===== config.mk =====
export PLATFORM = sky130hd
export DESIGN_NAME = dm_arbiter
export DESIGN_NICKNAME = d
export VERILOG_FILES = /design/src/rtl/dm_arbiter.sv
export SDC_FILE = /design/constraint.sdc
export NUM_CORES = 1
export LEC_CHECK = 0
export CORE_AREA = 2 2 157 159
export DETAILED_ROUTE_END_ITERATION = 12
export DIE_AREA = 0 0 159 161
export PLACE_DENSITY_LB_ADDON = 0.1
export SETUP_SLACK_MARGIN = 0.1
export SLEW_MARGIN = 15
export SYNTH_ARGS = -nofsm -noshare
export SYNTH_HDL_FRONTEND = slang
export SYNTH_SLANG_ARGS = --single-unit

===== constraint.sdc =====
create_clock -name clk -period 1.5 [get_ports clk]
set_clock_uncertainty 0.1 [all_clocks]
set_input_delay 0.15 -clock clk [delete_from_list [all_inputs] [get_ports clk]]
set_output_delay 0.15 -clock clk [all_outputs]
set_load 0.02 [all_outputs]

===== src/rtl/dm_arbiter.sv =====
// Two-port round-robin arbiter and sequencer in front of the single-port data memory.
// Misaligned accesses are answered with an error and never reach memory.
module dm_arbiter #(
   parameter int unsigned ADDR_W        = 32,
   parameter logic        RR_RESET_LAST = 1'b1
) (
   input  logic              clk,
   input  logic              reset,

   input  logic              m0_req,
   input  logic [ADDR_W-1:0] m0_addr,
   input  logic [31:0]       m0_wdata,
   input  logic [2:0]        m0_op,
   input  logic [31:0]       m0_pc,
   output logic              m0_ready,
   output logic              m0_rvalid,
   output logic [31:0]       m0_rdata,
   output logic              m0_err,

   input  logic              m1_req,
   input  logic [ADDR_W-1:0] m1_addr,
   input  logic [31:0]       m1_wdata,
   input  logic [2:0]        m1_op,
   input  logic [31:0]       m1_pc,
   output logic              m1_ready,
   output logic              m1_rvalid,
   output logic [31:0]       m1_rdata,
   output logic              m1_err,

   output logic [ADDR_W-1:0] dm_A,
   output logic [31:0]       dm_WD,
   output logic [2:0]        dm_Op,
   output logic [31:0]       dm_PC,
   input  logic [31:0]       dm_RD
);

   typedef enum logic [1:0] {StIdle, StAccess, StResp} state_e;

   state_e              r_state, w_state_d;
   logic                r_last, r_port, r_mis;
   logic [ADDR_W-1:0]   r_addr;
   logic [31:0]         r_wdata, r_pc;
   logic [2:0]          r_op;
   logic [31:0]         r_rdata0, r_rdata1;
   logic                r_err0, r_err1;

   logic                w_grant, w_grant_port;
   logic [ADDR_W-1:0]   w_sel_addr;
   logic [31:0]         w_sel_wdata, w_sel_pc;
   logic [2:0]          w_sel_op;
   logic                w_sel_mis;
   logic [31:0]         w_load_data;

   function automatic logic f_misaligned(input logic [2:0] op, input logic [1:0] a);
      case (op)
         3'd2, 3'd3, 3'd6: return a[0];
         3'd4, 3'd7:       return a != 2'b00;
         default:          return 1'b0;
      endcase
   endfunction

   // On a tie the port that was not granted last wins.
   always_comb begin
      w_grant      = 1'b0;
      w_grant_port = 1'b0;
      if (r_state == StIdle && !reset) begin
         if (m0_req && m1_req) begin
            w_grant      = 1'b1;
            w_grant_port = ~r_last;
         end else if (m0_req) begin
            w_grant      = 1'b1;
            w_grant_port = 1'b0;
         end else if (m1_req) begin
            w_grant      = 1'b1;
            w_grant_port = 1'b1;
         end
      end
   end

   assign w_sel_addr  = w_grant_port ? m1_addr  : m0_addr;
   assign w_sel_wdata = w_grant_port ? m1_wdata : m0_wdata;
   assign w_sel_op    = w_grant_port ? m1_op    : m0_op;
   assign w_sel_pc    = w_grant_port ? m1_pc    : m0_pc;
   assign w_sel_mis   = f_misaligned(w_sel_op, w_sel_addr[1:0]);

   assign m0_ready = w_grant & ~w_grant_port;
   assign m1_ready = w_grant &  w_grant_port;

   assign m0_rvalid = (r_state == StResp) & ~reset & ~r_port;
   assign m1_rvalid = (r_state == StResp) & ~reset &  r_port;
   assign m0_rdata  = r_rdata0;
   assign m1_rdata  = r_rdata1;
   assign m0_err    = r_err0;
   assign m1_err    = r_err1;

   always_comb begin
      w_state_d = r_state;
      unique case (r_state)
         StIdle:   if (w_grant) w_state_d = StAccess;
         StAccess: w_state_d = StResp;
         StResp:   w_state_d = StIdle;
         default:  w_state_d = StIdle;
      endcase
   end

   // Memory is only driven in an aligned ACCESS; Op=0 elsewhere is a harmless read.
   always_comb begin
      dm_A  = '0;
      dm_WD = '0;
      dm_Op = 3'd0;
      dm_PC = '0;
      if (r_state == StAccess && !reset && !r_mis) begin
         dm_A  = r_addr;
         dm_WD = r_wdata;
         dm_Op = r_op;
         dm_PC = r_pc;
      end
   end

   assign w_load_data = (!r_mis && r_op <= 3'd4) ? dm_RD : 32'd0;

   always_ff @(posedge clk) begin
      if (reset) begin
         r_state  <= StIdle;
         r_last   <= RR_RESET_LAST;
         r_port   <= 1'b0;
         r_mis    <= 1'b0;
         r_addr   <= '0;
         r_wdata  <= '0;
         r_op     <= 3'd0;
         r_pc     <= '0;
         r_rdata0 <= '0;
         r_rdata1 <= '0;
         r_err0   <= 1'b0;
         r_err1   <= 1'b0;
      end else begin
         r_state <= w_state_d;
         if (w_grant) begin
            r_last  <= w_grant_port;
            r_port  <= w_grant_port;
            r_mis   <= w_sel_mis;
            r_addr  <= w_sel_addr;
            r_wdata <= w_sel_wdata;
            r_op    <= w_sel_op;
            r_pc    <= w_sel_pc;
         end
         if (r_state == StAccess) begin
            if (r_port) begin
               r_rdata1 <= w_load_data;
               r_err1   <= r_mis;
            end else begin
               r_rdata0 <= w_load_data;
               r_err0   <= r_mis;
            end
         end
      end
   end

endmodule


* Word level (Yosys, flattened, before mapping)
Index checks and enable logic that the tools add are counted.
** Word-level totals
- Logic and storage cells :: 62
- Register bits after elaboration :: 170
- Input bits :: 234
** Operators by class
- Bitwise operators :: 9
- Equal/unequal tests :: 8
- $lt $le $gt $ge :: 1
- Mux-type cells :: 19
- Reductions and logical operators :: 13
** Operators by type and width (number)
- 2-to-1 mux 32 bit :: 7
- == test 3 bit, second input constant :: 3
- 2-to-1 mux 1 bit :: 7
- == test 3 x 2 -> 1 bit, second input constant :: 2
- 2-to-1 mux 3 bit :: 2
- AND 1 bit :: 5
- logical AND 1 bit :: 5
- NOT 1 bit :: 4
- one-hot mux 2 bit (2 select lines) :: 1
- AND reduction 2 bit :: 2
- less-or-equal comparator 3 bit, second input constant :: 1
- OR reduction 3 bit :: 1
- == test 2 x 1 -> 1 bit, second input constant :: 1
- == test 2 bit, second input constant :: 1
- zero test 1 bit :: 2
- zero test 2 bit :: 1
- 2-to-1 mux 2 bit :: 1
- != test 2 bit, second input constant :: 1
- one-hot mux 1 bit (2 select lines) :: 1
- nonzero test 2 bit :: 1
- OR reduction 2 bit :: 1

* Longest topological paths before layout
- Depth after elaboration :: 8
- Mapped depth :: 8
- Mapped depth without buffers :: 5

* Worst setup path before layout
Ideal clock, no wire load.
- Kind :: register -> output
- Start point :: reg r_state[1]
- End point :: out dm_A[21]
- Data required time :: 1250 ps
- Data arrival time :: 1332 ps
- Setup slack :: -82 ps
- Buffers on the path :: 2
- Stages on the path, launching flop included :: 6
- Cells stage by stage :: dfxtp_1 -> nand2b_2 -> nor3_4 -> buf_2 -> buf_4 -> and2_1
** Between the ends
- Longest elaborated chain between the ends :: 4
** RTL lines
- start, declared :: line 39 : state_e r_state, w_state_d;
- start signal, assigned :: line 124 : r_state <= StIdle;
- start signal, assigned :: line 137 : r_state <= w_state_d;
- == test 2 x 1 -> 1 bit :: line 112 : if (r_state == StAccess && !reset && !r_mis) begin
- logical AND 1 bit (2 in a row) :: line 112
- 2-to-1 mux 32 bit :: line 112
- end, declared :: line 30 : output logic [ADDR_W-1:0] dm_A,
Every way passes these cells.

* Worst setup path in the final report
- Start point :: reg r_state[1]
- End point :: out dm_WD[5]
** Between the ends
- Longest elaborated chain between the ends :: 4
** RTL lines
- == test 2 x 1 -> 1 bit :: line 112
- logical AND 1 bit (2 in a row) :: line 112
- 2-to-1 mux 32 bit :: line 112
- end, declared :: line 31 : output logic [31:0] dm_WD,
Every way passes these cells.

==> summary.md <==
| Metric | Value |
|---|---|
| Status | finished with violations |
| Failing checks | negative setup slack |
| Max rail drop VDD | 0.651 mV |
| Share of async-settable or async-resettable flops after synthesis | 0% |
| Net Count, Synth | 1126 |
| Clk sinks | 170 |
| Routed Wire Length | 35.4 mm |
| Pre-antenna DRT Iters | 5 |
| Syn. warnings | 0 |
| Sequential area share after synthesis | 46.6% |
| Sequential power share | 38.0% |
| Worst path bufs/invs | 3 |
| Post-Synthesis Cells | 892 |
| CP Data Required Time | 1.25 ns |
| CP endpoint kind | output pin |
| DRC viols | 0 |
| Row Count | 57 |
| Final setup vio count | 205 |
| Net Sw Frac | 30.8% |
| H-tree Lvls | 4 |
| Critical path fanouts, max | 9 |
| Share of layout cells above drive strength 1 | 43.0% |
| Hold Crit Class | primary input to flip-flop |
| Most common cell on crit path | buf_4 |
| Worst EP arrival | 1.77 ns |
| Clock latency on the worst-skew pair | 0.42 ns |
| CTS tree | yes |
| Final design utilization | 66.4% |
| EDFF count, synth | 0 |
| Area grow syn2layout | 118% |
| Area of the mapped netlist | 7310 µm² |
| # IOs | 403 |
| Worst setup SP type | flip-flop |
| Fmax | 495 MHz |
| Die Y | 161 µm |
| CTS root buffer | clkbuf_16 |
| Gr usage total | 21.9% |
| CP max-delay cell | dfxtp_2 |
| Core area | 24000 µm² |
| Tmin final | 2.02 ns |
| Max-cap violations | 0 |
| RR Startpoint | r_state[1] |
| Clock power frac | 32.8% |
| CTS buffer count | 17 |
| PD cells | 845 nW/µm² |
| CP delay by family, top | buffers and inverters |
| Initial DRC Count | 429 |
| Syn Area/Cell | 8.19 µm² |
| Int Pwr | 9.31 mW |
| NumNets Final | 1604 |
| Yosys top cell by area | dfxtp_1 |
| Port Buf Inserts | 402 |
| Die area | 25600 µm² |
| Cells taking the most area after synthesis | dfxtp_1 47%, and2_1 8.5%, o22ai_1 8.0% |
| Number of synthesized register bits | 170 |
| Vias in the first global route | 7822 |
| HPWL Detailed | 20.2 mm |
| Wire length per cell | 20.8 µm |
| Remaining Overflow, GRT | 0 |
| Critical Path Max Stage Delay | 0.32 ns |
| Gp weighted congestion | 0.823 |
| DR vias | 8551 |
| Post-route antenna net violation count | 0 |
| Total power | 13.4 mW |
| Most frequent cells in the layout | 232 x clkdlybuf4s50_1, 166 x dfxtp_1, 105 x buf_6 |
| Die Wd | 159 µm |
| Yosys top cell area share | 46.6% |
| Crit Path Class | flip-flop to output pin |
| Maximum clock path buffer count | 2 |
| RSZ-0062 raised after global routing | true |
| Hold Crit Start | reset |
| Sw power | 4.13 mW |
| Pin count of the biggest net entering global routing | 98 |
| Combinational fraction of design power | 29.2% |
| Initial antenna violation count | 1 |
| Final period utilization | 135% |
| Slew margin rel. | 58.7% |
| Hold WS | 0.169 ns |
| CP startpoint | r_state[1] |
| Synth cell types | 31 |
| Vias per cell | 5.01 |
| Initial Util | 30.5% |
| Final Hold Viols | 0 |
| Prevailing post-synth register cell | dfxtp_1 |
| Commonest non-fill, non-tap cell in the layout | clkdlybuf4s50_1 |
| Clock Pin Slew Worst Setup and Hold Paths | 0.07 ns |
| Worst Tran Pin Value | 0.620 ns |
| Critical path, cell by cell | nand2b_4, nor3_4, buf_4, buf_4, and2_2, clkdlybuf4s15_2 |
| Pins Over Slew Limit | 0 |
| First-pass GRT wire length | 44.3 mm |
| LEAKAGE | 7.18 nW |
| Setup ws final | -0.520 ns |
[area by class of cell]
cell class / instances / area, µm²
Antenna cell: 1 / 2.50
Clock buffer: 17 / 425
Clock inverter: 15 / 155
Fill cell: 1961 / 8060
Inverter: 9 / 40.0
Multi-Input combinational cell: 631 / 4840
Sequential cell: 170 / 3410
Tap cell: 324 / 405
Timing Repair Buffer: 541 / 6620
[worst paths after layout]
| kind | endpoint | slack, ns | depth (start not counted) |
|---|---|---|---|
| worst max-delay path | dm_WD[5] | -0.52 | 6 |
| worst min-delay path | r_mis | 0.17 | 5 |
| worst max register to register | r_pc[25] | -0.42 | 11 |
| worst min register to register | m0_rdata[8] | 0.35 | 2 |
[kinds of logic after synthesis]
logic type	Yosys count	share of synthesized area (%)
AOI/OAI and AO/OA	177	14.5
DFF	170	46.6
and+or+nand+nor	454	32.8
buffers and inverters	91	6.11
[per-stage QoR]
stage                     area, µm²  setup slack (ns)  TNS [ns]  cells
after floorplan                7500            0.0110         0    892
after global placement        12300            -0.469    -75.47   1592
after detailed placement      12300            -0.516    -79.92   1592
after CTS                     13300            -0.524    -73.12   1640
after global routing          15900            -0.578    -95.68   1708
final                         15900            -0.520    -82.27   1708
[sequential cells by signal (all words and copies together) (netlist names)]
name,count
m0_rdata,32
m1_rdata,32
r_addr,32
r_pc,32
r_wdata,32
r_op,3
r_state,2
m0_err,1
m1_err,1
r_last,1
r_mis,1
r_port,1
[worst reg2reg max path, cell delays in order (launching register included)]
cell,delay [ns]
dfxtp_2,0.32
buf_4,0.13
buf_6,0.11
nor2_4,0.12
buf_6,0.12
buf_6,0.09
o211a_4,0.20
buf_12,0.16
buf_12,0.11
clkbuf_16,0.14
o22ai_1,0.10
nor3_2,0.13
[Yosys cell counts, drive strengths merged (2+ instances only)]
cell    instances
a311oi          6
nand2          84
o21ai           2
a21oi          70
buf            56
dfxtp         170
nand3          65
clkbuf         26
nor2          104
nor3           94
nor4b           2
nand4           3
and2           99
nand2b          2
inv             8
o22ai          93
o311a           2
[per-layer routing]
layer | share of wire (%) | GRT usage (%) | wire length [µm]
met5 | 0 | 0 | 0
met3 | 6.0 | 5.96 | 2120
met2 | 50 | 38.1 | 17800
met4 | 2.3 | 7.44 | 813
met1 | 42 | 26.2 | 14700
[power groups by stage]
| stage | logic, mW | registers, mW | clock network, mW |
|---|---|---|---|
| CTS | 2.75 | 5.05 | 4.47 |
| finish | 3.93 | 5.11 | 4.41 |
| detailed placement | 2.58 | 5.15 | 0 |
| global route | 4.14 | 5.14 | 4.68 |
| global placement | 2.55 | 5.16 | 0 |
| floorplan | 1.15 | 5.16 | 0 |
[what timing repair did]
action                                 CTS  global route
endpoints found under the hold margin    1             0
setup endpoints to repair              305           336
resized for setup                      580           379
pin swaps                               10            62
hold buffers                             1             0
cloned                                   3            41
setup buffers                           13            32
Note: power is estimated with default switching activity, not from simulation.
==> edit (same flow settings) <==
Register the output `m1_err` once more, without a reset; this adds one clock of latency there. The other outputs are not delayed to match.
--- a/src/rtl/dm_arbiter.sv
+++ b/src/rtl/dm_arbiter.sv
@@ -91,7 +91,9 @@
    assign m0_rdata  = r_rdata0;
    assign m1_rdata  = r_rdata1;
    assign m0_err    = r_err0;
-   assign m1_err    = r_err1;
+   always_ff @(posedge clk) begin
+      m1_err <= r_err1;
+   end
 
    always_comb begin
       w_state_d = r_state;
Check against the original RTL: not equivalent (a bounded check fails within 4 cycles, from zero or initial values and one cycle with reset high).
==> edit against the original RTL <==
- the run still ends with setup timing left
- sequential power up 2%
- synthesized cell count up 0.11%
- combinational power up 5%
- hold slack worse by 0.042 ns
- synthesized area up 0.27%
- sequential share of layout area down 0.48 points
- sequential cell count up 1
- routed wire length up 1.5%
- core utilization up 2.0 points
- setup slack better by 0.041 ns
- final area up 2.9%
- critical path depth up 4
- total power up 2.8%
- critical path type is now reg2reg
==> edit: results (changes against the original RTL) <==
outcome:
  status: "complete, but fails checks"
  violations: "setup timing"
sta:
  fin_tns_setup_ns: -85.65  # -3.380 ns
  holdWs_ns: 0.1267  # -0.04222 ns
  max_slew.worst_pin.slew_ns: 1.195  # +0.5753 ns
  fin_ws_ns: -0.4787  # +0.04097 ns
  finalSetupViolCount: 259  # +26%
place:
  place_area_um2: 12080  # -2.0%
  dp_cells: 1587  # -0.31%
  gp_congestion: 0.8060  # -2.1%
  place_hpwl_um: 20340  # +0.50%
  pre_cts_slack_ns: -0.5212  # -0.005340 ns
worst_setup_path:
  crit_fanout: 7  # -2
  reg2regPathDepth: 10  # -1
  path_class: "reg2reg"
  setup.worst_path.end: "r_pc[1]"
routing:
  wl_per_cell_um: 21.39  # +3.1%
  first_pass_iters: 5  # unchanged
  drt_first_iter_violations: 459  # +7.0%
  vias: 8562  # +0.13%
  wirelength_um: 35970  # +1.5%
synth:
  syn_nets: 1127  # +0.089%
  synth.avg_cell_area_um2: 8.204  # +0.16%
  synth_common_cells: "dfxtp_1, nor2_1, and2_1"
  yosys-top-cells-area: "dfxtp_1, and2_1, o22ai_1"
  yosysSeqAreaShare_pct: 46.73  # +0.15 points
  synth_compound_area_share_pct: 14.42  # -0.039 points
power:
  leakagePower_nw: 7.338  # +2.1%
  ir_drop_mv: 0.5990  # -8.1%
  power_frac_comb_pct: 29.8  # +0.6 points
  seqPwrFrac_pct: 37.6  # -0.4 points
  swShare_pct: 31.74  # +0.98 points
  internal_power_mw: 9.435  # +1.4%
global_route:
  grt_max_degree: 76  # -22%
  grt_pass1_wl_um: 46940  # +5.9%
clocking:
  htreeDepth: 4  # unchanged
  path_clk_slew_ns: 0.07  # about the same
layout:
  n_antenna_cell: 0  # -1
  drive_gt1_share_pct: 48.09  # +5.1 points
  fillers: 1855  # -5.4%
worst_hold_path:
  min_to: "r_state[1]"
  whs_path_depth: 4  # -1
==> edit: layer usage <==
metal | track usage, % | up-vias | share of wire, %
met2 | 41.34 | 314 | 52
met5 | 0 | - | 0
met4 | 7.479 | 0 | 2.0
li1 | - | 4027 | -
met3 | 6.446 | 39 | 6.0
met1 | 27.19 | 4182 | 40
==> edit: what timing repair did <==
action,4_1_cts,5_1_grt
pin swaps,35,136
gates resized for setup,686,434
endpoints found under the setup margin,304,338
hold buffers,0,0
cloned,12,30
buffers inserted,14,8
==> edit: final cells by class <==
type / count / area share, %
well taps: 324 / 2.476
clock inverters: 15 / 1.039
clock buffers: 17 / 2.599
repair buffers: 514 / 38.02
multi-input cells: 632 / 34.69
inverters: 9 / 0.2140
flip-flops and latches: 171 / 20.96
==> edit: critical path: stages, from the launching register on <==
cell,delay [ns]
dfxtp_2,0.32
buf_4,0.12
buf_6,0.11
nor2_4,0.13
buf_6,0.12
nand4_1,0.19
buf_8,0.23
buf_12,0.16
clkbuf_16,0.18
o22ai_4,0.11
nor3_2,0.06
